`config.mk`:
```
export PLATFORM = sky130hd
export DESIGN_NAME = ysyx_22050019_mem_arbiter
export DESIGN_NICKNAME = d
export VERILOG_FILES = /design/src/rtl/ysyx_22050019_mem_arbiter.sv
export SDC_FILE = /design/constraint.sdc
export NUM_CORES = 1
export LEC_CHECK = 0
export ABC_AREA = 1
export BUFFER_PORTS_ARGS = -buffer_cell sky130_fd_sc_hd__buf_2
export CAP_MARGIN = 10
export CORE_AREA = 2 2 212 214
export DETAILED_ROUTE_END_ITERATION = 10
export DIE_AREA = 0 0 214 216
export PLACE_DENSITY_LB_ADDON = 0.08
export RECOVER_POWER = 50
export SLEW_MARGIN = 20
export SYNTH_ARGS = -nofsm -noshare
export SYNTH_HDL_FRONTEND = slang
export SYNTH_SLANG_ARGS = --single-unit
```
`constraint.sdc`:
```
create_clock -name clk -period 5.1 [get_ports clk]
set_input_delay 0 -clock clk [delete_from_list [all_inputs] [get_ports clk]]
set_output_delay 0 -clock clk [all_outputs]
set_load 0.005 [all_outputs]
```
`src/rtl/ysyx_22050019_mem_arbiter.sv`:
```
// ysyx_22050019_mem_arbiter: round-robin IFU/LSU arbiter onto a single memory port,
// one transaction outstanding, with a response timeout.
`default_nettype none

module ysyx_22050019_mem_arbiter #(
  parameter int ADDR_W  = 64,
  parameter int DATA_W  = 64,
  parameter int TIMEOUT = 256
) (
  input  logic                clk,
  input  logic                rst,
  input  logic                ifu_req_valid,
  output logic                ifu_req_ready,
  input  logic [ADDR_W-1:0]   ifu_addr,
  output logic                ifu_rsp_valid,
  output logic [DATA_W-1:0]   ifu_rdata,
  output logic                ifu_rsp_err,
  input  logic                lsu_req_valid,
  output logic                lsu_req_ready,
  input  logic                lsu_we,
  input  logic [ADDR_W-1:0]   lsu_addr,
  input  logic [DATA_W-1:0]   lsu_wdata,
  input  logic [DATA_W/8-1:0] lsu_wmask,
  output logic                lsu_rsp_valid,
  output logic [DATA_W-1:0]   lsu_rdata,
  output logic                lsu_rsp_err,
  output logic                mem_req_valid,
  input  logic                mem_req_ready,
  output logic                mem_we,
  output logic [ADDR_W-1:0]   mem_addr,
  output logic [DATA_W-1:0]   mem_wdata,
  output logic [DATA_W/8-1:0] mem_wmask,
  input  logic                mem_rsp_valid,
  input  logic [DATA_W-1:0]   mem_rdata
);

  localparam int CNT_W = 16;
  localparam logic [CNT_W-1:0] CNT_LAST = CNT_W'(TIMEOUT - 1);

  typedef enum logic [1:0] {
    S_IDLE = 2'd0,
    S_REQ  = 2'd1,
    S_RESP = 2'd2
  } state_t;

  state_t             state;
  logic               owner;       // 0 = IFU, 1 = LSU
  logic               last_grant;  // 0 = IFU, 1 = LSU
  logic [CNT_W-1:0]   cnt;

  logic grant_ifu;
  logic grant_lsu;
  logic accept;
  logic rsp_fire;

  // On a tie the master that did not win last time is granted.
  always_comb begin
    grant_ifu = 1'b0;
    grant_lsu = 1'b0;
    if (state == S_IDLE) begin
      if (ifu_req_valid && lsu_req_valid) begin
        grant_ifu = last_grant;
        grant_lsu = ~last_grant;
      end else begin
        grant_ifu = ifu_req_valid;
        grant_lsu = lsu_req_valid;
      end
    end
  end

  assign accept        = grant_ifu | grant_lsu;
  assign ifu_req_ready = grant_ifu;
  assign lsu_req_ready = grant_lsu;

  // A real response in the timeout cycle takes precedence, so err only when no data came.
  assign rsp_fire      = (state == S_RESP) && (mem_rsp_valid || (cnt == CNT_LAST));
  assign ifu_rsp_valid = rsp_fire & ~owner;
  assign lsu_rsp_valid = rsp_fire & owner;
  assign ifu_rsp_err   = ifu_rsp_valid & ~mem_rsp_valid;
  assign lsu_rsp_err   = lsu_rsp_valid & ~mem_rsp_valid;
  assign ifu_rdata     = (ifu_rsp_valid && mem_rsp_valid) ? mem_rdata : '0;
  assign lsu_rdata     = (lsu_rsp_valid && mem_rsp_valid) ? mem_rdata : '0;

  always_ff @(posedge clk or posedge rst) begin
    if (rst) begin
      state         <= S_IDLE;
      owner         <= 1'b0;
      last_grant    <= 1'b1;
      cnt           <= '0;
      mem_req_valid <= 1'b0;
      mem_we        <= 1'b0;
      mem_addr      <= '0;
      mem_wdata     <= '0;
      mem_wmask     <= '0;
    end else begin
      case (state)
        S_IDLE: begin
          if (accept) begin
            state         <= S_REQ;
            owner         <= grant_lsu;
            last_grant    <= grant_lsu;
            mem_req_valid <= 1'b1;
            mem_we        <= grant_lsu & lsu_we;
            mem_addr      <= grant_lsu ? lsu_addr : ifu_addr;
            mem_wdata     <= grant_lsu ? lsu_wdata : '0;
            mem_wmask     <= grant_lsu ? lsu_wmask : '0;
          end
        end
        S_REQ: begin
          if (mem_req_ready) begin
            state         <= S_RESP;
            cnt           <= '0;
            mem_req_valid <= 1'b0;
          end
        end
        S_RESP: begin
          cnt <= cnt + 1'b1;
          if (rsp_fire) begin
            state <= S_IDLE;
          end
        end
        default: begin
          state <= S_IDLE;
        end
      endcase
    end
  end

endmodule

`default_nettype wire

```
==> reports/metrics.yaml, run 1 <==
global_routing:
  antenna_found_initial: 15
  grt_overflow: 0
  grt_pass1_vias: 9511
  grt_max_degree: 88
  globalRouteTotalUtil: 0.165
  grt_pass1_wl_mm: 58.0
pwr:
  cellPowerDensity_mw_per_mm2: 446
  ir_drop_mv: 0.574
  leakage_nw: 7.41
clock_tree:
  post_cts_buffers: 0
  cts_sinks: 158
  clock_latency_ns: 0.44
  cts_buffers: 17
  clock_path_buffers: 2
  cts_max_level: 4
  clockRootBuffer: "clkbuf_16"
  cts_tree: "done"
  clkTransAtPathRegs_ns: 0.06
floorplan:
  initial_core_util: 0.173
  rows: 77
  ios: 543
  die_area_mm2: 0.0462
  chipWidth_um: 214
  die_h_um: 216
  coreArea_mm2: 0.0438
synth:
  synthCells: 1033
  synth_flop_cell: "dfrtp_1"
  netlist_area_mm2: 0.00760
  yosysSeqAreaShare: 0.520
  synth_edf_count: 0
  synth-async-reset-ratio: 1.00
  syn_area_per_cell_um2: 7.36
  ys_types: 25
  ys.warnings.count: 0
  syn_nets: 1305
  ys_ff_latch: 158
sta:
  setup_viol: 0
  min_period_ns: 2.71
  fmax_mhz: 368
  slew_headroom: -0.00625
  hold_viol_final: 0
  period_share: 0.532
  worst_pin_slew_ns: 1.51
  rsz0062_at_grt: "no"
  fin_skew_ns: 0.00990
  finalMaxSlewViolations: 27
  tns_ns: 0
routing:
  drt_first_pass_iters: 4
  ant_nets: 0
  drtIter0Drc: 383
  route.detailed.drc: 0
  avgRoutedWirePerCell_um: 16.2
  drt_wl_total_mm: 38.4
  vias: 9175
  vias_per_cell: 3.87
critical_path:
  critPathMostFrequentCell: "nand2_1"
  regToRegSetupSlack_ns: 2.39
  slowest_stage: "inv_4"
  crit_start: "last_grant"
  critPathMaxStageDelay_ns: 0.68
  cp_max_fo: 85
  crit_buf_inv: 3
  r2r_end: "mem_addr[0]"
  worstSetupEndpointType: "register"
  path_class: "register to register"
  crit_family: "buffers and inverters"
  required_ns: 5.47
  start_kind: "register"
  worst_r2r_path_depth: 8
  critPathArrivalTime_ns: 3.08
  r2r_start: "last_grant"
  cp_cell_sequence: "nand2_1 > nand3_2 > nand2_1 > inv_4 > buf_4 > nand2_1 > nand3_1 > dlygate4sd3_1"
placement:
  place.gp.congestion: 0.916
  placed_cells: 2123
  port_buffers: 542
  hpwl_mm: 29.4
layout:
  final_cells: 2371
  layout.nets: 2028
  syn_to_final_growth_pct: 75.1
  drive_gt1_frac: 0.270
min_path:
  worstHoldPathCells: 5
  hold_class: "primary input to register"
  min_from: "ifu_req_valid"
  whs_endpoint: "mem_req_valid"
job:
  maxCapViolations: 1
outcome:
  failed_checks: "max-capacitance violations, max-slew violations"
  outcome: "finished, violations left"
-- timing repair --
| action | in CTS | in global routing |
|---|---|---|
| hold buffers | 206 | 0 |
| endpoints found under the hold margin | 225 | 0 |
| resized for setup | 0 | 0 |
-- report_power, final --
part / switching, mW / total [mW] / internal (mW)
Clock: 0.549 / 1.35 / 0.798
Combinational: 1.39 / 2.57 / 1.17
Sequential: 0.272 / 2.03 / 1.76
Total: 2.22 / 5.94 / 3.73
-- kinds of logic (layout without fill, tap and decap cells) --
family / count (synthesis) / count (layout) / share of synthesized area
adder cells (fa/ha/maj): 1 / 1 / 0.00165
buffers and inverters: 147 / 883 / 0.0953
AND/OR/NAND/NOR: 702 / 702 / 0.365
other: 0 / 10 / 0
AO/OA/AOI/OAI: 25 / 25 / 0.0181
flip-flops: 158 / 158 / 0.520
-- worst register-to-register path: cells and delay by family (launching register included) --
family | cells | cell delay (ns)
buf+inv | 3 | 1.67
flops | 1 | 0.53
simple gates | 5 | 0.45
-- registers in the layout, summed over array words and instances, names as in the netlist --
register,flops
cnt,16
mem_wdata,64
state,2
mem_we,1
mem_req_valid,1
owner,1
last_grant,1
mem_addr,64
mem_wmask,8
-- per-stage QoR --
stage / total power [mW] / cell area, um^2 / setup WS, ns / hold slack, ns / utilization
after floorplan: 3.19 / 7600 / 0.838 / 0.0863 / -
after global placement: 4.19 / 10800 / 2.79 / 0.202 / 0.245
after detailed placement: 4.20 / 10800 / 2.78 / 0.204 / 0.245
after CTS: 6.16 / 13400 / 2.28 / 0.0411 / 0.306
after global routing: 6.45 / 13300 / 2.13 / 0.137 / 0.304
final: 5.94 / 13300 / 2.39 / 0.0773 / 0.304
-- placed cells by master (no fill, tap or decap), types with 2 or more instances in the layout --
| cell type | instances |
|---|---|
| clkbuf_1 | 113 |
| dlygate4sd3_1 | 206 |
| nand3_1 | 77 |
| clkbuf_8 | 2 |
| bufinv_16 | 3 |
| nand2_1 | 461 |
| clkinvlp_4 | 3 |
| inv_4 | 2 |
| nand4_1 | 6 |
| dfrtp_1 | 157 |
| nor2_1 | 152 |
| nor3_1 | 3 |
| clkinv_4 | 2 |
| o21ai_0 | 14 |
| buf_2 | 434 |
| inv_1 | 90 |
| a21oi_1 | 7 |
| diode_2 | 10 |
| buf_4 | 8 |
| clkbuf_16 | 17 |
-- layer usage --
| layer | vias to the layer above | global-route usage | wire (um) |
|---|---|---|---|
| met5 | - | 0 | 0 |
| met4 | 0 | 0.0890 | 1440 |
| met1 | 4273 | 0.175 | 14500 |
| met3 | 56 | 0.0340 | 1520 |
| met2 | 283 | 0.307 | 21000 |
| li1 | 4563 | - | - |
-- cells in the mapped netlist, types with 3 or more instances --
library cell / number / share of area
nand2_1: 460 / 0.23
dfrtp_1: 157 / 0.52
nor2_1: 152 / 0.075
inv_1: 91 / 0.045
nand3_1: 77 / 0.051
buf_2: 30 / 0.020
buf_6: 14 / 0.021
o21ai_0: 13 / 0.0086
buf_4: 8 / 0.0079
a21oi_1: 7 / 0.0046
nand4_1: 6 / 0.0049
inv_2: 3 / 0.0015
nor3_1: 3 / 0.0020
-- worst max path at each step --
| stage | end | slack [ns] | depth (start not counted) |
|---|---|---|---|
| floorplan | cnt[0] | 0.84 | 1 |
| global placement | mem_wdata[54] | 2.79 | 7 |
| detailed placement | mem_wmask[2] | 2.78 | 7 |
| CTS | mem_addr[1] | 2.28 | 8 |
| global route | mem_addr[2] | 2.13 | 8 |
| finish | mem_addr[0] | 2.39 | 8 |
-- final cells by class --
type                       count  area (um^2)
timing repair buffer         757         4700
sequential                   158         3960
tap                          592          741
multi-input combinational    728         2920
fill                        4957        30500
antenna                       10         25.0
clock buffer                  23          468
inverter                      94          363
clock inverter                 9          135
No activity file was read; power rests on OpenSTA's default activity.
==> run 2, diff against run 1 <==
==> constraint.sdc (replaced) <==
create_clock -name clk -period 2.5 [get_ports clk]
set_input_delay 0 -clock clk [delete_from_list [all_inputs] [get_ports clk]]
set_output_delay 0 -clock clk [all_outputs]
set_load 0.005 [all_outputs]
==> run 2 against run 1 <==
The run now ends clean. Combinational power up 110%. Sequential share of layout area down 0.35 points. Worst hold slack better by 0.034 ns. Clock power up 110%. Via count up 0.32%. Critical path depth unchanged.
==> reports/metrics.yaml, run 2 (synthesis gave the netlist of run 1 again) <==
outcome:
  outcome: "completed"
critical_path:
  cp_cell_sequence: "nand2_1 > nand3_2 > nand2_1 > inv_4 > buf_12 > nand2_1 > nand3_1 > dlygate4sd3_1"
  required_ns: 2.88  # -2.59 ns
  critPathArrivalTime_ns: 2.64  # -0.44 ns
  path_class: "register to register"
  crit_buf_inv: 3  # unchanged
  cp_max_fo: 38  # -55%
  critPathMostFrequentCell: "nand2_1"
  critPathMaxStageDelay_ns: 0.56  # -0.12 ns
  slowest_stage: "dlygate4sd3_1"
  crit_family: "buffers and inverters"
  worstSetupEndpointType: "register"
  start_kind: "register"
layout:
  top_regs: "mem_addr (64), mem_wdata (64), cnt (16)"
  syn_to_final_growth_pct: 77.2
  fin_area_mm2: 0.0135  # +1.2%
  final_cell_mix: "460 x nand2_1, 437 x buf_2, 206 x dlygate4sd3_1"
  fillers: 4911  # -0.93%
  layout.nets: 2039  # +0.54%
  drive_gt1_frac: 0.274  # +0.00467
  mostFrequentLayoutCell: "nand2_1"
global_routing:
  grt_overflow: 0  # unchanged
  grt_pass1_vias: 9529  # +0.19%
  grt_max_degree: 65  # -26%
  antenna_found_initial: 21  # +6
  grt_pass1_wl_mm: 58.8  # +1.4%
  globalRouteTotalUtil: 0.170  # +0.00445
pwr:
  finalPower_mw: 12.4  # +110%
  leakage_nw: 7.50  # +1.2%
  cellPowerDensity_mw_per_mm2: 917  # +110%
  ir_drop_mv: 0.525  # -8.6%
clock_tree:
  cts_max_level: 4  # unchanged
  clock_path_buffers: 2  # unchanged
  clkTransAtPathRegs_ns: 0.06  # about the same
  cts_sinks: 158  # unchanged
  clock_latency_ns: 0.44  # about the same
  cts_tree: "done"
  clockRootBuffer: "clkbuf_16"
  cts-resized-gates: 0  # unchanged
  cts_buffers: 17  # unchanged
floorplan:
  ios: 543  # unchanged
  coreArea_mm2: 0.0438  # unchanged
  initial_core_util: 0.173  # unchanged
  rows: 77  # unchanged
  die_area_mm2: 0.0462  # unchanged
  die_h_um: 216  # unchanged
  chipWidth_um: 214  # unchanged
routing:
  avgRoutedWirePerCell_um: 16.5  # +2.0%
  wl_met2_mm: 21.2  # +1.1%
  vias_per_cell: 3.86  # -0.36%
  top_layer: "met4"
  wl_met3_mm: 1.66  # +9.4%
  route.detailed.drc: 0  # unchanged
  drt_first_pass_iters: 6  # +2
  drt-met1-wl_mm: 15.0  # +3.5%
  vias: 9204  # +0.32%
  ant_nets: 0  # unchanged
  drt_wl_total_mm: 39.5  # +2.7%
  drtIter0Drc: 549  # +43%
min_path:
  hold_class: "primary input to register"
sta:
  slew_headroom: 0.300  # +0.306
  worst_pin_slew_ns: 1.04  # -0.465 ns
  min_period_ns: 2.26  # -0.454 ns
  hold-worst-slack_ns: 0.111  # +0.0337 ns
  period_share: 0.904  # +0.372
  setup_viol: 0  # unchanged
  finalMaxSlewViolations: 0  # -100%
  fmax_mhz: 442  # +20%
  tns_ns: 0  # unchanged
  fin_skew_ns: 0.00773  # -0.00217 ns
  hold_viol_final: 0  # unchanged
  rsz0062_at_grt: "no"
placement:
  place.gp.congestion: 0.947  # +3.4%
  place_area_mm2: 0.0110  # +1.8%
  port_buffers: 542  # unchanged
  hpwl_mm: 30.6  # +4.1%
job:
  maxCapViolations: 0  # -1
[run 2: final cells by class]
cell class,count,area [um^2],share of cell area
Timing Repair Buffer,768,4850,0.360
Sequential cell,158,3960,0.294
Multi-Input combinational cell,728,2920,0.217
Tap cell,592,741,0.0550
Clock buffer,26,499,0.0371
Inverter,94,359,0.0267
Clock inverter,5,104,0.00771
Antenna cell,16,40.0,0.00297
[run 2: per-stage QoR]
step	std cells	utilization	setup WS, ns
5_1_grt	2383	0.307	0.0380
6_report	2387	0.307	0.240
4_1_cts	2371	0.311	0.211
2_1_floorplan	1033	-	0.500
3_3_place_gp	2134	0.250	0.779
3_5_place_dp	2134	0.250	0.761
[run 2: worst paths after layout]
kind / slack (ns) / from / cells after the start / end
hold / removal: 0.11 / ifu_req_valid / 5 / mem_req_valid
min in group asynchronous: 0.28 / rst / 3 / mem_addr[62]
max in group asynchronous: 0.75 / rst / 4 / mem_wdata[12]
hold reg to reg: 0.47 / mem_wdata[40] / 2 / mem_wdata[40]
setup / recovery: 0.24 / last_grant / 8 / mem_addr[15]
setup reg to reg: 0.24 / last_grant / 8 / mem_addr[15]
[run 2: what timing repair did]
item,4_1_cts,5_1_grt
setup buffers,0,0
hold endpoints to repair,157,0
hold buffers,206,0
endpoints found under the setup margin,0,0
[run 2: where the power goes]
| part | switching, mW | leakage, nW | internal, mW | total, mW |
|---|---|---|---|---|
| Clock | 1.09 | 0.295 | 1.67 | 2.77 |
| Combinational | 2.92 | 5.19 | 2.53 | 5.45 |
| Sequential | 0.551 | 2.01 | 3.58 | 4.13 |
| Total | 4.56 | 7.50 | 7.79 | 12.4 |
[run 2: worst min-delay path, cell delays in order]
cell and delay [ns]:
buf_2 0.12, nand3_1 0.12, nand2_1 0.14, o21ai_0 0.09
inv_1 0.05
[run 2: metal layers]
layer	track usage	vias to the layer above
met5	0	-
met4	0.0881	0
met3	0.0344	59
met2	0.314	284
met1	0.182	4268
li1	-	4593
